$ cat src/rtl/pie_pkg.sv
// PIE transmitter shared definitions: FSM state codes, header index
// enum and default counter width, shared with the tag-side decoder.
package pie_pkg;

  localparam int PIE_CW = 16;

  typedef logic [2:0] pie_state_t;

  localparam pie_state_t ST_IDLE   = 3'd0;
  localparam pie_state_t ST_DELIM  = 3'd1;
  localparam pie_state_t ST_HDR_HI = 3'd2;
  localparam pie_state_t ST_HDR_LO = 3'd3;
  localparam pie_state_t ST_SYM_HI = 3'd4;
  localparam pie_state_t ST_SYM_LO = 3'd5;
  localparam pie_state_t ST_END    = 3'd6;

  typedef enum logic [1:0] {
    HDR_DATA0 = 2'd0,
    HDR_RTCAL = 2'd1,
    HDR_TRCAL = 2'd2
  } pie_hdr_e;

  // Carrier level driven while in a given state.
  function automatic logic pie_level(input pie_state_t s);
    return !((s == ST_DELIM) || (s == ST_HDR_LO) ||
             (s == ST_SYM_LO));
  endfunction

endpackage

$ cat src/rtl/pie_phase_timer.sv
// Phase down-counter: i_load arms a phase of i_len cycles (0 acts as 1),
// i_tick decrements, o_expired flags the last cycle of the phase.
module pie_phase_timer
  import pie_pkg::*;
#(
  parameter int CW = PIE_CW
) (
  input  logic          clk,
  input  logic          reset,
  input  logic          i_load,
  input  logic [CW-1:0] i_len,
  input  logic          i_tick,
  output logic          o_expired
);

  logic [CW-1:0] r_cnt;

  always_ff @(posedge clk or posedge reset) begin
    if (reset) begin
      r_cnt <= '0;
    end else if (i_load) begin
      r_cnt <= (i_len == '0) ? '0 : i_len - CW'(1);
    end else if (i_tick && (r_cnt != '0)) begin
      r_cnt <= r_cnt - CW'(1);
    end
  end

  assign o_expired = (r_cnt == '0);

endmodule

$ cat src/rtl/pie_tx.sv
// PIE frame transmitter: delimiter, header (data-0, RTcal, optional
// TRcal) then one pulse-interval symbol per streamed data bit.
// Ports: clk/reset, start+preamble+5 lengths, bit stream handshake
// (bit_in/bit_last/bit_valid/bit_ready), pie_out, busy, done, underrun.
module pie_tx
  import pie_pkg::*;
#(
  parameter int CW = PIE_CW
) (
  input  logic          clk,
  input  logic          reset,
  input  logic          start,
  input  logic          preamble,
  input  logic [CW-1:0] tari_len,
  input  logic [CW-1:0] one_len,
  input  logic [CW-1:0] pw_len,
  input  logic [CW-1:0] delim_len,
  input  logic [CW-1:0] trcal_len,
  input  logic          bit_in,
  input  logic          bit_last,
  input  logic          bit_valid,
  output logic          bit_ready,
  output logic          pie_out,
  output logic          busy,
  output logic          done,
  output logic          underrun
);

  function automatic logic [CW-1:0] f_clamp(
    input logic [CW-1:0] v
  );
    return (v == '0) ? CW'(1) : v;
  endfunction

  // High phase of a symbol; never shorter than one cycle.
  function automatic logic [CW-1:0] f_hi(
    input logic [CW-1:0] l,
    input logic [CW-1:0] p
  );
    return (l > p) ? l - p : CW'(1);
  endfunction

  pie_state_t    r_state;
  pie_hdr_e      r_hdr;
  logic          r_pre;
  logic [CW-1:0] r_tari;
  logic [CW-1:0] r_one;
  logic [CW-1:0] r_pw;
  logic [CW-1:0] r_delim;
  logic [CW-1:0] r_trcal;
  logic          r_last;
  logic          r_underrun;
  logic          r_pie;

  pie_state_t    w_nstate;
  pie_hdr_e      w_nhdr;
  pie_hdr_e      w_hdr_nx;
  pie_hdr_e      w_hdr_fin;
  logic          w_load;
  logic [CW-1:0] w_len;
  logic          w_cap;
  logic          w_exp;
  logic          w_tick;
  logic [CW:0]   w_sum;
  logic [CW-1:0] w_rtcal;
  logic [CW-1:0] w_hdr_nx_len;
  logic [CW-1:0] w_bit_len;
  logic          w_hdr_end;
  logic          w_sym_end;

  assign w_sum   = {1'b0, r_tari} + {1'b0, r_one};
  assign w_rtcal = w_sum[CW] ? '1 : w_sum[CW-1:0];

  assign w_hdr_nx  = (r_hdr == HDR_DATA0) ? HDR_RTCAL : HDR_TRCAL;
  assign w_hdr_fin = r_pre ? HDR_TRCAL : HDR_RTCAL;
  assign w_hdr_nx_len =
    (w_hdr_nx == HDR_RTCAL) ? w_rtcal : r_trcal;

  assign w_bit_len = f_hi(bit_in ? r_one : r_tari, r_pw);

  assign w_hdr_end = (r_state == ST_HDR_LO) && w_exp &&
                     (r_hdr == w_hdr_fin);
  assign w_sym_end = (r_state == ST_SYM_LO) && w_exp && !r_last;

  assign bit_ready = w_hdr_end | w_sym_end;
  assign w_tick    = (r_state != ST_IDLE);

  always_comb begin
    w_nstate = r_state;
    w_nhdr   = r_hdr;
    w_load   = 1'b0;
    w_len    = '0;
    w_cap    = 1'b0;
    unique case (1'b1)
      (r_state == ST_IDLE): begin
        if (start) begin
          w_nstate = ST_DELIM;
          w_load   = 1'b1;
          w_len    = f_clamp(delim_len);
        end
      end
      (r_state == ST_DELIM): begin
        if (w_exp) begin
          w_nstate = ST_HDR_HI;
          w_nhdr   = HDR_DATA0;
          w_load   = 1'b1;
          w_len    = f_hi(r_tari, r_pw);
        end
      end
      (r_state == ST_HDR_HI),
      (r_state == ST_SYM_HI): begin
        if (w_exp) begin
          w_nstate = (r_state == ST_HDR_HI) ?
                     ST_HDR_LO : ST_SYM_LO;
          w_load   = 1'b1;
          w_len    = r_pw;
        end
      end
      (r_state == ST_HDR_LO): begin
        if (w_exp && !w_hdr_end) begin
          w_nstate = ST_HDR_HI;
          w_nhdr   = w_hdr_nx;
          w_load   = 1'b1;
          w_len    = f_hi(w_hdr_nx_len, r_pw);
        end
      end
      (r_state == ST_SYM_LO): begin
        if (w_exp && r_last) begin
          w_nstate = ST_END;
        end
      end
      (r_state == ST_END): begin
        w_nstate = ST_IDLE;
      end
      default: begin
        w_nstate = ST_IDLE;
      end
    endcase
    // Bit handoff: either start the next symbol or abort on starvation.
    if (bit_ready) begin
      if (bit_valid) begin
        w_nstate = ST_SYM_HI;
        w_load   = 1'b1;
        w_len    = w_bit_len;
        w_cap    = 1'b1;
      end else begin
        w_nstate = ST_END;
      end
    end
  end

  pie_phase_timer #(
    .CW(CW)
  ) u_timer (
    .clk       (clk),
    .reset     (reset),
    .i_load    (w_load),
    .i_len     (w_len),
    .i_tick    (w_tick),
    .o_expired (w_exp)
  );

  always_ff @(posedge clk or posedge reset) begin
    if (reset) begin
      r_state    <= ST_IDLE;
      r_hdr      <= HDR_DATA0;
      r_pre      <= 1'b0;
      r_tari     <= '0;
      r_one      <= '0;
      r_pw       <= '0;
      r_delim    <= '0;
      r_trcal    <= '0;
      r_last     <= 1'b0;
      r_underrun <= 1'b0;
      r_pie      <= 1'b1;
    end else begin
      r_state <= w_nstate;
      r_hdr   <= w_nhdr;
      r_pie   <= pie_level(w_nstate);
      if ((r_state == ST_IDLE) && start) begin
        r_pre   <= preamble;
        r_tari  <= f_clamp(tari_len);
        r_one   <= f_clamp(one_len);
        r_pw    <= f_clamp(pw_len);
        r_delim <= f_clamp(delim_len);
        r_trcal <= f_clamp(trcal_len);
      end
      if (w_cap) begin
        r_last <= bit_last;
      end
      // Frozen for the END cycle so it qualifies done.
      if (r_state != ST_END) begin
        r_underrun <= bit_ready & ~bit_valid;
      end
    end
  end

  assign pie_out  = r_pie;
  assign busy     = (r_state != ST_IDLE);
  assign done     = (r_state == ST_END);
  assign underrun = (r_state == ST_END) & r_underrun;

endmodule
$ cat config.mk
export PLATFORM = sky130hd
export DESIGN_NAME = pie_tx
export DESIGN_NICKNAME = d
export VERILOG_FILES = /design/src/rtl/pie_pkg.sv /design/src/rtl/pie_phase_timer.sv /design/src/rtl/pie_tx.sv
export SDC_FILE = /design/constraint.sdc
export NUM_CORES = 1
export LEC_CHECK = 0
export BUFFER_PORTS_ARGS = -buffer_cell sky130_fd_sc_hd__buf_2
export CORE_MARGIN = 5
export CORE_UTILIZATION = 40
export CTS_BUF_LIST = sky130_fd_sc_hd__clkbuf_4 sky130_fd_sc_hd__clkbuf_8
export DETAILED_ROUTE_END_ITERATION = 7
export GPL_TIMING_DRIVEN = 0
export HOLD_SLACK_MARGIN = 0.15
export PLACE_DENSITY = 0.57
export SLEW_MARGIN = 20
export SYNTH_ARGS = -nofsm -noshare
export SYNTH_HDL_FRONTEND = slang
export SYNTH_SLANG_ARGS = --single-unit
$ cat constraint.sdc
create_clock -name clk -period 5.8 [get_ports clk]
set_input_delay 0.87 -clock clk [delete_from_list [all_inputs] [get_ports clk]]
set_output_delay 0.87 -clock clk [all_outputs]
set_load 0.02 [all_outputs]
==> results by stage <==
Yosys:
- The post-synth net total is between 1000 and 1500.
- Summing the areas of all fa, ha and maj instances in the mapped netlist gives 11.3% of the synthesized area.
- Yosys mapped the design onto 82 distinct sky130hd cell types.
- In this run the mean area of a mapped cell was 8.09 um2.
- After synthesis, the largest family of logic cells by area is compound AO/OA/AOI/OAI gates.
- After synthesis, the share of cell area in mux cells is about 2.3%.
- The biggest area contributor in the post-synthesis netlist is dfrtp_1.
- The share of the synthesized netlist area taken by xor and xnor gates is 7.02%.
- Yosys mapped a number of flops with a built-in enable equal to 0.
- The sequential share of the synthesized area is 27.1%.
- The post-synthesis compound-gate area fraction is around a quarter.
- By area the synthesized netlist is led by dfrtp_1 (27%), ha_1 (10%), nand2_1 (9.7%), o21ai_0 (3.7%), xnor2_1 (3.5%).
- The top cell type by area accounts for 26.7% of the synthesized area.
- Counting instances in the post-synthesis netlist gives the leading cell types as nand2_1 (213), dfrtp_1 (88), ha_1 (68).
- In this run the cell area of the synthesized design comes to 8240 um2.
- Synthesis produced a netlist whose cell count is 1018.
- The most common cell in the synthesized netlist is nand2_1.
- The number of register bits inferred by synthesis is 89.
- For this run, the leading register cell type out of synthesis is dfrtp_1.
- The simple-gate share of the synthesized area is 24.0%.
- The number of warning messages in the yosys log is 0.
- The share of async-settable or async-resettable flops after synthesis is 100%.

Place:
- The routability-driven placement congestion ratio is roughly 0.98.
- The HPWL after detailed placement is between 20000 and 25000 um.
- The total of buffers placed on input and output ports is 90.
- The cell count after placement is 1379.

Floorplan:
- The number of I/O pins is slightly above 90.
- The floorplan step set the die width to 154 um.
- The floorplan has 52 rows.
- The total area inside the core boundary comes to between 20000 and 25000 um2.
- The die extent in y is between 150 and 200 um.
- The die covers 23600 um2.
- The starting density of the core is 40.7%.

STA:
- The worst-margin pin slew is 0.755 ns.
- Dividing the final minimum period by the clock period gives a little over nine tenths.
- The max-slew violation total from the final report is 0.
- On the final layout, the worst clock skew is 0.0194 ns.
- Setup violations remaining at the end of the flow were counted as 0.
- The relative slew slack is 49.6%.
- Setup repair after global routing could not meet its margin everywhere.
- After routing, the total negative slack on setup checks comes to 0 ns.
- The minimum clock period is 5.71 ns.
- The number of hold-slack violations in the final timing report is 0.
- The fmax is 0.175 GHz.

Clocking:
- The root buffer cell is clkbuf_8.
- The clock passes through at most 2 buffers.
- TritonCTS built the clock tree.
- The clock latency reported for the late side of the worst-skew pair is roughly 0.4 ns.
- The clock net sink count is around 90.
- In this run, CTS created clock tree buffers numbering 9.
- The number of H-tree levels is 3.
- The clock slew at the register clock pins of the worst setup and hold paths is 0.11 ns.

Global routing:
- The first global-routing pass estimated around 45000 um of wire.
- The total global-route track usage is 24.0%.
- The largest net degree at the start of global routing is 51.
- The number of global-route vias before repair is 7918.
- The initial antenna violation count is 0.
- For this run the aggregate overflow at the end of global routing stands at 0.

Min path:
- The worst hold path belongs to the class input port to asynchronous set/reset pin.

Final layout:
- The non-filler instance count after layout is 1439.
- The number of nets at the end of the flow is 1323.
- The ratio of cells with drive above 1 in the final layout is 23.4%.
- The multi-input gate area in the final layout is 6250 um2.
- The area growth from synthesis to layout is 23.6%.
- The filler cells instantiated in the layout total between 2000 and 2500.
- The number of antenna diodes is 0.
- In the final layout, flip-flops and latches occupy 2230 um2.

Worst setup path:
- The nature of the critical path startpoint is a flop.
- The endpoint of the worst-slack reg-to-reg timing path is u_timer.r_cnt[15].
- Data on the critical path is required at its endpoint by 6.12 ns.
- STA classifies the critical path endpoint as a flop.
- The worst register-to-register path begins at r_one[0].
- Counting cells, the worst reg-to-reg path comes to 23.
- The minimum setup slack among reg-to-reg paths is 0.09 ns.
- The worst endpoint data arrival time is between 6 and 7 ns.
- The category of the most critical setup path is flop to flop.
- The maximum net fanout on the critical path is 7.

Route:
- Once detail routing completed, the nets flagged for antenna violations numbered 0.
- Detailed routing inserted a total of 8284 vias.
- In this run, the number of DRC markers left after iteration 0 of detailed routing was 488.
- After detailed routing, the number of vias per cell comes to 5.76.
- For this run, design rule violations remaining after detail routing come to 0.
- The number of detailed-route iterations in the first pass is 6.
- The routed wire length is 29600 um.
- The detail-routed net length per standard cell is between 20 and 25 um.

Pwr:
- The completed layout was analyzed and its total power is 0.00113 W.
- Summed over all cells, the static leakage comes to ~4.8 nW.
- The power density of the placed cells is between 100 and 150 nW/um2.
- The worst supply voltage drop on vdd is 0.0891 mV.

Run status:
- The flow ran to the end, and the final reports show no timing, DRC or antenna violations.

Run:
- The reported max-cap violation count is 0.
timing repair:
| item | 4_1_cts | 5_1_grt |
|---|---|---|
| hold buffers | 0 | 0 |
| pin swaps | 16 | 48 |
| cloned | 0 | 1 |
| endpoints found under the setup margin | 16 | 16 |
| buffers inserted | 16 | 28 |
| resized for setup | 45 | 60 |
metal layers:
layer	part of all wire [%]	GRT usage [%]	up-vias
met2	46	38.1	240
li1	-	-	4033
met3	5.1	3.49	64
met5	0	0	-
met4	4.4	9.88	0
met1	45	32.9	3947
critical path, stage by stage, from the launching register on:
cell       delay (ns)
dfrtp_1          0.44
ha_4             0.19
fa_2             0.38
a21oi_2          0.14
o21bai_1         0.10
a21oi_2          0.21
o21ai_2          0.10
a41oi_2          0.16
nor4b_4          0.32
o31ai_4          0.14
a21oi_2          0.20
o21ai_4          0.11
buf_8            0.16
o22a_1           0.23
ha_4             0.31
nand4_1          0.16
or2_4            0.32
o311a_4          0.40
a211o_4          0.35
nor4_4           0.30
nand4bb_1        0.15
buf_6            0.17
or4_4            0.48
a21oi_2          0.13
cells by family after synthesis:
| family | count (synthesis) |
|---|---|
| adders and majority gates | 72 |
| buffers and inverters | 78 |
| xor gates and xnor gates | 66 |
| and+or+nand+nor | 408 |
| muxes | 17 |
| AOI/OAI and AO/OA | 288 |
| DFF | 89 |
state kept, by name, summed over array words and instances (netlist names):
signal and count:
r_one 16, r_pw 16, r_tari 16, r_trcal 16, u_timer.r_cnt 16, r_state 3, r_hdr 2, pie_out 1
r_last 1, r_pre 1, r_underrun 1
where the power goes:
group	switching [W]	leakage, nW	internal [W]
logic	0.0000354	3.55	0.0000276
clock network	0.000280	0.0997	0.000168
registers	0	1.11	0.000620
total	0.000315	4.76	0.000816
worst max path at each step:
| stage | start | endpoint | slack (ns) |
|---|---|---|---|
| 5_1_grt | r_one[0] | u_timer.r_cnt[15] | -0.15 |
| 6_report | r_one[0] | u_timer.r_cnt[15] | 0.09 |
| 3_5_place_dp | r_tari[1] | u_timer.r_cnt[0] | -1.28 |
| 4_1_cts | r_tari[0] | u_timer.r_cnt[15] | 0.02 |
| 2_1_floorplan | r_tari[0] | u_timer.r_cnt[11] | 0.14 |
| 3_3_place_gp | r_tari[1] | u_timer.r_cnt[6] | -1.26 |
metrics by stage:
stage               area [um2]  util (%)  hold slack (ns)  setup WS, ns
floorplan                 8240         -            0.446         0.140
global placement          9030      44.6            0.467         -1.26
detailed placement        9060      44.8            0.463         -1.28
CTS                       9650      47.7            0.465        0.0207
global route             10200      50.3            0.494        -0.153
finish                   10200      50.3            0.468        0.0931
area by class of cell:
| cell class | instances | area share, % |
|---|---|---|
| multi-input cells | 851 | 61.4 |
| flip-flops and latches | 89 | 21.9 |
| repair buffers | 135 | 8.34 |
| well taps | 270 | 3.32 |
| inverters | 47 | 1.78 |
| plain buffers | 31 | 1.39 |
| clock buffers | 9 | 1.22 |
| clock inverters | 7 | 0.663 |
cells in the final DEF, fill, tap and decap left out, drive strengths merged, types with 13 or more instances in the layout:
cell type,netlist,routed
xnor2,33,33
nor4,26,26
nand2,213,213
inv,47,52
dfrtp,88,88
nor2,45,45
nand4,13,13
nand3,13,13
a22oi,14,14
xor2,33,33
ha,68,68
a31oi,16,16
o21ai,65,65
clkbuf,18,27
nor3,31,31
buf,13,148
o31ai,13,13
o22a,14,14
a21oi,56,56
mux2,16,16
Power figures use the tool's default switching activity.
